[src/rtl/multicycle_ctrl_pkg.sv]
// Shared state encoding, RV32I opcodes and datapath select codes for the multicycle control FSM.
package ctrl_pkg;

  typedef enum logic [3:0] {
    S_IDLE    = 4'd0,
    S_FETCH   = 4'd1,
    S_DECODE  = 4'd2,
    S_MEMADR  = 4'd3,
    S_MEMRD   = 4'd4,
    S_MEMWB   = 4'd5,
    S_MEMWR   = 4'd6,
    S_EXECR   = 4'd7,
    S_EXECI   = 4'd8,
    S_LUI     = 4'd9,
    S_ALUWB   = 4'd10,
    S_BRANCH  = 4'd11,
    S_JALRADR = 4'd12,
    S_JAL     = 4'd13,
    S_HALT    = 4'd14
  } state_t;

  localparam logic [6:0] OP_LOAD   = 7'b0000011;
  localparam logic [6:0] OP_STORE  = 7'b0100011;
  localparam logic [6:0] OP_RTYPE  = 7'b0110011;
  localparam logic [6:0] OP_ITYPE  = 7'b0010011;
  localparam logic [6:0] OP_BRANCH = 7'b1100011;
  localparam logic [6:0] OP_JAL    = 7'b1101111;
  localparam logic [6:0] OP_JALR   = 7'b1100111;
  localparam logic [6:0] OP_LUI    = 7'b0110111;

  localparam logic [1:0] ALUOP_ADD   = 2'b00;
  localparam logic [1:0] ALUOP_SUB   = 2'b01;
  localparam logic [1:0] ALUOP_FUNCT = 2'b10;

  localparam logic [1:0] SRCA_PC    = 2'b00;
  localparam logic [1:0] SRCA_OLDPC = 2'b01;
  localparam logic [1:0] SRCA_RS1   = 2'b10;
  localparam logic [1:0] SRCA_ZERO  = 2'b11;

  localparam logic [1:0] SRCB_RS2  = 2'b00;
  localparam logic [1:0] SRCB_IMM  = 2'b01;
  localparam logic [1:0] SRCB_FOUR = 2'b10;

  localparam logic [1:0] RES_ALUOUT    = 2'b00;
  localparam logic [1:0] RES_MEMDATA   = 2'b01;
  localparam logic [1:0] RES_ALURESULT = 2'b10;

endpackage

[src/rtl/multicycle_ctrl_mem_wait_timer.sv]
// Counts consecutive ready-low cycles of a memory request; pulses o_timeout on the last tolerated one.
// MEM_WAIT_MAX = 0 disables the timeout entirely.
module mem_wait_timer #(
  parameter int unsigned MEM_WAIT_MAX = 16
) (
  input  logic i_clk,
  input  logic i_rst_n,
  input  logic i_clear,
  input  logic i_count_en,
  input  logic i_ready,
  output logic o_timeout
);

  localparam int unsigned CW    = (MEM_WAIT_MAX > 2) ? $clog2(MEM_WAIT_MAX) : 1;
  localparam int unsigned LIMIT = (MEM_WAIT_MAX == 0) ? 0 : MEM_WAIT_MAX - 1;
  localparam logic [CW-1:0] LIMIT_W = LIMIT[CW-1:0];

  logic [CW-1:0] r_count;

  always_ff @(posedge i_clk or negedge i_rst_n) begin
    if (!i_rst_n) begin
      r_count <= '0;
    end else if (i_clear) begin
      r_count <= '0;
    end else if (i_count_en && !i_ready) begin
      r_count <= r_count + CW'(1);
    end
  end

  // Ready on the final cycle suppresses the pulse, so a late completion still wins.
  assign o_timeout = (MEM_WAIT_MAX != 0) && i_count_en && !i_ready && (r_count == LIMIT_W);

endmodule

[src/rtl/multicycle_ctrl.sv]
// Main control FSM of the multicycle RV32I core with a memory-ready watchdog.
// Optional macro ILLEGAL_TRAP_EN: unlisted opcodes halt the core and set sticky o_Illegal.
module multicycle_ctrl
  import ctrl_pkg::*;
#(
  parameter int unsigned MEM_WAIT_MAX = 16
) (
  input  logic       i_clk,
  input  logic       i_rst_n,
  input  logic [6:0] i_opcode,
  input  logic       i_mem_ready,
  output logic [1:0] o_ALUOp,
  output logic [1:0] o_ALUSrcA,
  output logic [1:0] o_ALUSrcB,
  output logic [1:0] o_ResultSrc,
  output logic       o_AdrSrc,
  output logic       o_MemReq,
  output logic       o_MemWrite,
  output logic       o_IRWrite,
  output logic       o_PCUpdate,
  output logic       o_Branch,
  output logic       o_RegWrite,
  output logic       o_Halted,
`ifdef ILLEGAL_TRAP_EN
  output logic       o_Illegal,
`endif
  output logic       o_MemTimeout
);

  state_t r_state;
  logic   r_memTimeout;
  logic   w_waitState;
  logic   w_timeout;
`ifdef ILLEGAL_TRAP_EN
  logic   r_illegal;
`endif

  assign w_waitState = (r_state == S_FETCH) || (r_state == S_MEMRD) || (r_state == S_MEMWR);

  // Leaving a wait state only happens on ready or timeout, so this clear covers every state change.
  mem_wait_timer #(.MEM_WAIT_MAX(MEM_WAIT_MAX)) u_wait_timer (
    .i_clk      (i_clk),
    .i_rst_n    (i_rst_n),
    .i_clear    (!w_waitState || i_mem_ready),
    .i_count_en (w_waitState),
    .i_ready    (i_mem_ready),
    .o_timeout  (w_timeout)
  );

  always_ff @(posedge i_clk or negedge i_rst_n) begin
    if (!i_rst_n) begin
      r_state      <= S_IDLE;
      r_memTimeout <= 1'b0;
`ifdef ILLEGAL_TRAP_EN
      r_illegal    <= 1'b0;
`endif
    end else begin
      case (r_state)
        S_IDLE: r_state <= S_FETCH;
        S_FETCH, S_MEMRD, S_MEMWR: begin
          if (i_mem_ready) begin
            r_state <= (r_state == S_FETCH) ? S_DECODE :
                       (r_state == S_MEMRD) ? S_MEMWB  : S_FETCH;
          end else if (w_timeout) begin
            r_state      <= S_HALT;
            r_memTimeout <= 1'b1;
          end
        end
        S_DECODE: begin
          case (i_opcode)
            OP_LOAD, OP_STORE: r_state <= S_MEMADR;
            OP_RTYPE:          r_state <= S_EXECR;
            OP_ITYPE:          r_state <= S_EXECI;
            OP_BRANCH:         r_state <= S_BRANCH;
            OP_JAL:            r_state <= S_JAL;
            OP_JALR:           r_state <= S_JALRADR;
            OP_LUI:            r_state <= S_LUI;
            default: begin
`ifdef ILLEGAL_TRAP_EN
              r_state   <= S_HALT;
              r_illegal <= 1'b1;
`else
              r_state   <= S_FETCH;
`endif
            end
          endcase
        end
        S_MEMADR:  r_state <= i_opcode[5] ? S_MEMWR : S_MEMRD;
        S_MEMWB:   r_state <= S_FETCH;
        S_EXECR:   r_state <= S_ALUWB;
        S_EXECI:   r_state <= S_ALUWB;
        S_LUI:     r_state <= S_ALUWB;
        S_ALUWB:   r_state <= S_FETCH;
        S_BRANCH:  r_state <= S_FETCH;
        S_JALRADR: r_state <= S_JAL;
        S_JAL:     r_state <= S_ALUWB;
        S_HALT:    r_state <= S_HALT;
        default:   r_state <= S_IDLE;
      endcase
    end
  end

  always_comb begin
    o_ALUOp     = ALUOP_ADD;
    o_ALUSrcA   = SRCA_PC;
    o_ALUSrcB   = SRCB_RS2;
    o_ResultSrc = RES_ALUOUT;
    o_AdrSrc    = 1'b0;
    o_MemReq    = 1'b0;
    o_MemWrite  = 1'b0;
    o_IRWrite   = 1'b0;
    o_PCUpdate  = 1'b0;
    o_Branch    = 1'b0;
    o_RegWrite  = 1'b0;
    o_Halted    = 1'b0;
    case (r_state)
      S_FETCH: begin
        o_MemReq    = 1'b1;
        o_ALUSrcB   = SRCB_FOUR;
        o_ResultSrc = RES_ALURESULT;
        o_IRWrite   = i_mem_ready;
        o_PCUpdate  = i_mem_ready;
      end
      S_DECODE: begin
        o_ALUSrcA = SRCA_OLDPC;
        o_ALUSrcB = SRCB_IMM;
      end
      S_MEMADR, S_JALRADR: begin
        o_ALUSrcA = SRCA_RS1;
        o_ALUSrcB = SRCB_IMM;
      end
      S_MEMRD: begin
        o_MemReq = 1'b1;
        o_AdrSrc = 1'b1;
      end
      S_MEMWB: begin
        o_ResultSrc = RES_MEMDATA;
        o_RegWrite  = 1'b1;
      end
      S_MEMWR: begin
        o_MemReq   = 1'b1;
        o_MemWrite = 1'b1;
        o_AdrSrc   = 1'b1;
      end
      S_EXECR: begin
        o_ALUSrcA = SRCA_RS1;
        o_ALUOp   = ALUOP_FUNCT;
      end
      S_EXECI: begin
        o_ALUSrcA = SRCA_RS1;
        o_ALUSrcB = SRCB_IMM;
        o_ALUOp   = ALUOP_FUNCT;
      end
      S_LUI: begin
        o_ALUSrcA = SRCA_ZERO;
        o_ALUSrcB = SRCB_IMM;
      end
      S_ALUWB:  o_RegWrite = 1'b1;
      S_BRANCH: begin
        o_ALUSrcA = SRCA_RS1;
        o_ALUOp   = ALUOP_SUB;
        o_Branch  = 1'b1;
      end
      S_JAL: begin
        o_ALUSrcA  = SRCA_OLDPC;
        o_ALUSrcB  = SRCB_FOUR;
        o_PCUpdate = 1'b1;
      end
      S_HALT:  o_Halted = 1'b1;
      default: ;
    endcase
  end

  assign o_MemTimeout = r_memTimeout;
`ifdef ILLEGAL_TRAP_EN
  assign o_Illegal = r_illegal;
`endif

endmodule
[config.mk]
export PLATFORM = sky130hd
export DESIGN_NAME = multicycle_ctrl
export DESIGN_NICKNAME = d
export VERILOG_FILES = /design/src/rtl/multicycle_ctrl_pkg.sv /design/src/rtl/multicycle_ctrl_mem_wait_timer.sv /design/src/rtl/multicycle_ctrl.sv
export SDC_FILE = /design/constraint.sdc
export NUM_CORES = 1
export LEC_CHECK = 0
export CORE_ASPECT_RATIO = 1.25
export CORE_MARGIN = 4
export CORE_UTILIZATION = 25
export CTS_BUF_LIST = sky130_fd_sc_hd__clkbuf_16
export CTS_CLUSTER_SIZE = 24
export DETAILED_ROUTE_END_ITERATION = 7
export PLACE_DENSITY = 0.59
export SYNTH_ARGS = -nofsm -noshare
export SYNTH_HDL_FRONTEND = slang
export SYNTH_SLANG_ARGS = --single-unit
[constraint.sdc]
create_clock -name i_clk -period 1.5 [get_ports i_clk]
set_input_delay 0.15 -clock i_clk [delete_from_list [all_inputs] [get_ports i_clk]]
set_output_delay 0.15 -clock i_clk [all_outputs]
set_load 0.01 [all_outputs]
==> results of run 1 <==
## worst paths after layout
| check | from | end | slack (ns) | depth (start not counted) |
|---|---|---|---|---|
| worst max-delay path | r_state[2] | o_ALUSrcB[0] | -0.1 | 7 |
| worst min register to register | u_wait_timer.r_count[0] | u_wait_timer.r_count[0] | 0.46 | 1 |
| min in group i_clk | u_wait_timer.r_count[0] | u_wait_timer.r_count[0] | 0.46 | 1 |
| worst max register to register | r_state[2] | r_state[1] | -0.07 | 7 |
| max in group asynchronous | i_rst_n | r_state[3] | 0.92 | 1 |
| worst min-delay path | i_rst_n | r_state[1] | 0.24 | 1 |
## routing by layer
metal	GRT usage [%]	up-vias
met2	26.6	21
met3	3.34	2
met1	14.1	538
li1	-	545
met5	0	-
met4	2.46	0
## sequential cells by signal (all words and copies together) (netlist names)
name,flops
r_state,4
o_MemTimeout,1
u_wait_timer.r_count,4
## metrics by stage
| step | worst slack (ns) | hold slack [ns] |
|---|---|---|
| after floorplan | 0.175 | -0.146 |
| after global placement | -0.194 | 0.443 |
| after global routing | -0.166 | 0.275 |
| after detailed placement | -0.173 | 0.461 |
| final | -0.0979 | 0.237 |
| after CTS | -0.105 | 0.249 |
## area by class of cell
type	instances	area (um^2)	area share (%)
Multi-Input combinational cell	95	671	42.0
Timing Repair Buffer	69	554	34.7
Sequential cell	9	230	14.4
Clock buffer	3	75.1	4.70
Tap cell	37	46.3	2.90
Inverter	4	17.5	1.10
Clock inverter	1	3.75	0.235
## timing repair
action / 4_1_cts / 5_1_grt
buffers inserted: 6 / 4
gates resized for setup: 66 / 26
setup endpoints to repair: 19 / 16
pin swaps: 2 / 4
## critical path: cells and delay by family, from the launching register on
kind | cells | cell delay, ns
AO/OA/AOI/OAI | 1 | 0.07
buffers and inverters | 4 | 0.58
flip-flops | 1 | 0.43
AND/OR/NAND/NOR | 2 | 0.13
## power groups by stage
stage          clock, mW  combinational (mW)  sequential (mW)
6_report           0.466                2.25            0.435
5_1_grt            0.491                2.43            0.445
4_1_cts            0.473                1.94            0.419
3_5_place_dp           0                1.80            0.449
3_3_place_gp           0                1.78            0.450
2_1_floorplan          0               0.974            0.379
## cells by family (layout without fill, tap and decap cells)
logic type	Yosys count	count (layout)	synth area share (%)
adders and majority gates	1	1	1.47
AOI/OAI and AO/OA	34	34	24.9
buffers and inverters	12	77	7.62
DFF	9	9	26.4
and+or+nand+nor	57	57	36.4
xor gates and xnor gates	2	2	2.05
muxes	1	1	1.17
## layout by cell type (no fill, tap or decap), types with 2 or more instances in the layout
cell type         n
buf_4            39
nor2_1           11
buf_2            10
clkdlybuf4s50_1   9
nand2_1           8
o21ai_1           7
nand3_1           6
a21oi_1           6
dfrtp_1           5
inv_1             4
nor2b_1           4
nand2b_1          4
buf_6             4
dfrtp_2           4
nand2_2           3
o21ai_0           3
clkbuf_16         3
clkdlybuf4s15_2   3
nand2b_4          2
or3_1             2
nor2_2            2
o22ai_1           2
a21oi_2           2
nand3b_1          2
o31ai_1           2
clkbuf_2          2
==> qor.csv, run 1 <==
metric,value,unit
status,finished with violations,
failing checks,setup timing,
period utilization,107,%
CTS tree,done,
design area,0.00160,mm^2
clock slew at reported path FFs,0.04,ns
"top cells by area, synth","dfrtp_1 (26%), nor2_1 (6.2%), nand2_1 (5.3%)",
IO Pins,27,
Die Y,73.3,um
vias in the first global route,1120,
final net count,193,
Sequential Power Share,13.8,%
P_int,1.86,mW
cts hold-fix bufs,0,
number of H-tree levels,1,
clk_skew,0.00552,ns
Max-slew headroom,69.3,%
Mapped Area,853,um^2
unrepaired setup endpoints after global routing,true,
Via Count,1106,
first-pass GRT wire length,4650,um
clk sinks,9,
CTS root buffer,clkbuf_16,
Met2 Wirelength,1760,um
Period minus WS final,1.60,ns
"top cells by count, synth","nor2_1 (14), nand2_1 (12), dfrtp_1 (9)",
Routed WL per cell,14.3,um
max-slew violations,0,
Final Setup Violations,8,
Die X,60.3,um
Worst Path Max Fanout,4,
DR top layer,met4,
grt ovf,0,
"EDFF count, synth",0,
Core Footprint,0.00325,mm^2
Ys Warns,0,
Filler cells,307,
Pleak,0.725,nW
Switching Share,41.0,%
met1 WL,1210,um
"Req. time, crit path",1.35,ns
Yosys reg bits,9,
Syn Area/Cell,7.36,um^2
Hold Path Class,in -> async,
die area,0.00442,mm^2
fin cells,218,
FMAX,626,MHz
First-pass DRT Iterations,4,
Placer Congestion,0.830,
Worst Max-Slew Pin Slew,0.459,ns
slowest cell delay on critical path,0.43,ns
placed cells,204,
Switching Power,1.29,mW
Synth Instances,116,
number of DRC markers in iteration 0,17,
power share of the clock group,14.8,%
sequential share of the synthesized area,26.4,%
Synth top area share,26.4,%
Clock Latency Late Sink,0.24,ns
"FFs w/ async S/R, synth",100,%
Max VDD drop,1.10,mV
HPWL Detailed,2180,um
overall power,3.15,mW
CTS Buf Count,3,
final worst slack,-0.0979,ns
diode count,0,
Comb pwr share,71.4,%
Max clock buf depth,2,
Detail Route Antenna Nets,0,
syn_nets,127,
Syn-to-layout area delta,87.2,%
critical path arrival,1.45,ns
largest net degree at the start of global routing,10,
CP endpoint kind,output pin,
drt drc,0,
critical path class,reg -> out,
slowest library cell on the worst path,dfrtp_2,
gr usage total,13.5,%
Port Buffer Count,26,
Met3 Routed Length,143,um
Setup TNS Final,-0.454,ns
"Top FF cell, synth",dfrtp_1,
crit-path most repeated cell,buf_4,
Initial Util,26.2,%
Power per Cell Area,1970,mW/mm^2
max_cap viols,0,
Post-DP Area,0.00136,mm^2
proportion of layout cells with a drive suffix above 1,48.1,%
core occupancy in the finished layout,49.1,%
top-count cell post-synth,nor2_1,
initial antenna violation count,0,
CP Launch Type,register,
Via density,5.07,
final hold violation count,0,
crit path cell chain,"buf_4, buf_4, buf_4, nand2_1, nand3_1, o21ai_1, buf_2",
Unique masters post-synth,41,
drt total wl,3120,um
Rows,23,
Yosys top cell by area,dfrtp_1,
(Power assumes the default switching activity.)
==> inputs of run 2 (changes only) <==
--- a/config.mk
+++ b/config.mk
@@ -5,13 +5,15 @@
 export SDC_FILE = /design/constraint.sdc
 export NUM_CORES = 1
 export LEC_CHECK = 0
+export ABC_AREA = 1
+export CAP_MARGIN = 20
 export CORE_ASPECT_RATIO = 1.25
 export CORE_MARGIN = 4
 export CORE_UTILIZATION = 25
 export CTS_BUF_LIST = sky130_fd_sc_hd__clkbuf_16
 export CTS_CLUSTER_SIZE = 24
 export DETAILED_ROUTE_END_ITERATION = 7
-export PLACE_DENSITY = 0.59
+export PLACE_DENSITY = 0.6
 export SYNTH_ARGS = -nofsm -noshare
 export SYNTH_HDL_FRONTEND = slang
 export SYNTH_SLANG_ARGS = --single-unit
==> run 2 against run 1 <==
- the flow still finishes with violations (setup timing)
- count of clock-buffer cells in the layout is the same
- via count decreased by 2.4%
- largest power group is now the clock network
- die area decreased by 2.7%
- critical path depth unchanged
- wire length fell by 17%
- sequential share of layout area increased by 0.23 points
- critical endpoint unchanged
- flip-flop and latch count did not move
- highest routed layer unchanged
==> qor.csv, run 2 <==
metric,value,unit
status,finished with violations,
failing checks,setup timing,
reg2reg start,r_state[1],
max_cap viols,0,
diode count,0,
largest family of logic cells by synthesized area,simple AND/OR/NAND/NOR gates,
critical path class,reg -> out,
Detail Route Antenna Nets,0,
grt ovf,0,
Compound-Gate Fraction of Synth Area,8.62,%
First-pass DRT Iterations,4,
drt drc,0,
r2r setup slk,0.02,ns
most frequent cells in the layout,"nand2_1 (34), buf_4 (28), inv_1 (18), nor2_1 (18), nand2_2 (12)",
drt total wl,2580,um
Via density,4.48,
Power per Cell Area,488,mW/mm^2
HPWL Detailed,1860,um
CTS root buffer,clkbuf_16,
first-pass GRT wire length,4170,um
initial antenna violation count,0,
critical path arrival,1.36,ns
"top cells by count, synth","nand2_1 (47), nor2_1 (25), inv_1 (20)",
Ys Warns,0,
Synth Area in XOR/XNOR,1.06,%
Initial Util,25.9,%
adder and majority gate portion of the synthesized area,1.51,%
CP endpoint kind,output pin,
"Req. time, crit path",1.35,ns
Setup TNS Final,-0.0143,ns
R2R cell count,10,
final hold violation count,0,
proportion of layout cells with a drive suffix above 1,47.5,%
Max-slew headroom,74.2,%
"commonest non-fill, non-tap cell in the layout",nand2_1,
Sequential Power Share,32.1,%
Yosys top cell by area,dfrtp_1,
Period minus WS final,1.51,ns
"Top FF cell, synth",dfrtp_1,
period utilization,101,%
Worst Path Max Fanout,3,
simple-gate share of the synthesized area,48.0,%
CTS Buf Count,3,
Top Usage Layer GRT,met2,
routing usage on met2,21.7,%
number of DRC markers in iteration 0,15,
multiplexer share of the synthesized area,0,%
M1 GR Usage,13.7,%
unrepaired setup endpoints after global routing,true,
clk sinks,9,
Rows,23,
"top cells by area, synth","dfrtp_1 (27%), nand2_1 (21%), nor2_1 (11%)",
Filler cells,322,
number of H-tree levels,1,
final net count,216,
r2r endpoint,r_state[2],
sequential share of the synthesized area,27.2,%
Pleak,0.863,nW
Routed WL per cell,10.7,um
Synth Instances,142,
Worst Max-Slew Pin Slew,0.386,ns
GRT met3 Usage,2.14,%
syn_nets,153,
max-slew violations,0,
clk_skew,0.000916,ns
CTS tree,done,
FMAX,660,MHz
top-count cell post-synth,nand2_1,
power share of the clock group,60.0,%
Switching Power,0.137,mW
Hold Path Class,in -> async,
cts hold-fix bufs,0,
Synth top area share,27.2,%
Placer Congestion,0.808,
Die X,59.4,um
IO Pins,27,
Clock Latency Late Sink,0.23,ns
overall power,0.760,mW
vias in the first global route,1061,
clock slew at reported path FFs,0.04,ns
CP Launch Type,register,
die area,0.00430,mm^2
Unique masters post-synth,21,
Port Buffer Count,26,
Die Y,72.3,um
Max VDD drop,0.424,mV
Via Count,1080,
largest net degree at the start of global routing,10,
final worst slack,-0.0143,ns
gr usage total,12.3,%
Final Setup Violations,1,
Yosys reg bits,9,
Core Footprint,0.00319,mm^2
Mapped Area,827,um^2
Max clock buf depth,2,
Syn-to-layout area delta,88.0,%
"EDFF count, synth",0,
Comb pwr share,7.8,%
Switching Share,18.1,%
Syn Area/Cell,5.82,um^2
P_int,0.622,mW
"FFs w/ async S/R, synth",100,%
==> run 2: cell count changes after synthesis, sizes merged, moves of 3 or more <==
| cell | before | now |
|---|---|---|
| nand2 | 12 | 50 |
| nor2b | 4 | 0 |
| nor2 | 14 | 27 |
| nand2b | 6 | 0 |
| o22ai | 3 | 0 |
| buf | 7 | 2 |
| o21ai | 11 | 5 |
| inv | 4 | 26 |
| a21oi | 8 | 4 |
| nand4 | 0 | 4 |
==> run 2: worst max-delay path by stage <==
stage | startpoint | end | slack, ns | depth (start not counted)
floorplan | r_state[3] | r_state[2] | 0.24 | 8
global placement | r_state[1] | o_RegWrite | -0.25 | 5
detailed placement | r_state[1] | o_ALUSrcB[0] | -0.21 | 7
CTS | r_state[0] | o_ALUSrcA[1] | -0.10 | 7
global route | r_state[0] | o_ALUSrcB[0] | -0.1 | 7
finish | r_state[0] | o_ALUSrcB[0] | -0.01 | 7
==> run 2: power groups by stage <==
stage	Clock [mW]	Combinational [mW]	Sequential, mW
floorplan	0	0.0187	0.247
global placement	0	0.0578	0.247
global route	0.478	0.0669	0.244
CTS	0.465	0.0587	0.244
finish	0.456	0.0595	0.244
detailed placement	0	0.0582	0.247
==> run 2: final cells by class <==
type	count	area, um^2	share of cell area (%)
Tap cell	37	46.3	2.98
Timing Repair Buffer	60	477	30.7
Clock buffer	3	75.1	4.83
Inverter	26	110	7.08
Sequential cell	9	228	14.6
Multi-Input combinational cell	105	616	39.6
Clock inverter	1	3.75	0.241
==> run 2: logic make-up (layout without fill, tap and decap cells) <==
kind of cell	count (synthesis)	count (layout)
adder cells (fa/ha/maj)	1	1
AO/OA/AOI/OAI	11	11
XOR/XNOR	1	1
buffers and inverters	28	90
AND/OR/NAND/NOR	92	92
flip-flops	9	9
==> run 2: through the flow <==
step | area, um^2 | util [%] | setup slack (ns) | hold WS, ns | cells
after floorplan | 827 | - | 0.244 | -0.146 | 142
after global placement | 1290 | 40.4 | -0.246 | 0.456 | 226
after detailed placement | 1290 | 40.4 | -0.213 | 0.457 | 226
after CTS | 1410 | 44.2 | -0.104 | 0.229 | 236
after global routing | 1560 | 48.7 | -0.0991 | 0.249 | 241
final | 1560 | 48.7 | -0.0143 | 0.210 | 241
==> run 2: per-layer routing <==
metal	routed length, um	vias up
li1	-	563
met1	976	479
met2	1400	28
met3	124	10
met4	82	0
met5	0	-
==> run 2: worst max-delay path, stage by stage (launching register included) <==
cell      delay, ns
dfrtp_2        0.43
buf_6          0.14
nor2_4         0.08
inv_2          0.07
nor2_4         0.10
inv_1          0.06
o211ai_1       0.09
buf_2          0.16
==> run 2: what timing repair did <==
item | CTS | global route
gates cloned | 0 | 0
setup buffers | 6 | 5
gates resized for setup | 63 | 49
pin swaps | 2 | 14
endpoints found under the setup margin | 19 | 17
==> inputs of run 3 (changes only) <==
--- a/config.mk
+++ b/config.mk
@@ -5,7 +5,6 @@
 export SDC_FILE = /design/constraint.sdc
 export NUM_CORES = 1
 export LEC_CHECK = 0
-export ABC_AREA = 1
 export CAP_MARGIN = 20
 export CORE_ASPECT_RATIO = 1.25
 export CORE_MARGIN = 4
@@ -13,7 +12,7 @@
 export CTS_BUF_LIST = sky130_fd_sc_hd__clkbuf_16
 export CTS_CLUSTER_SIZE = 24
 export DETAILED_ROUTE_END_ITERATION = 7
-export PLACE_DENSITY = 0.6
+export PLACE_DENSITY = 0.59
 export SYNTH_ARGS = -nofsm -noshare
 export SYNTH_HDL_FRONTEND = slang
 export SYNTH_SLANG_ARGS = --single-unit
==> results of run 3 <==
Same layout as run 1: the final DEF is identical, and so are final timing and power.
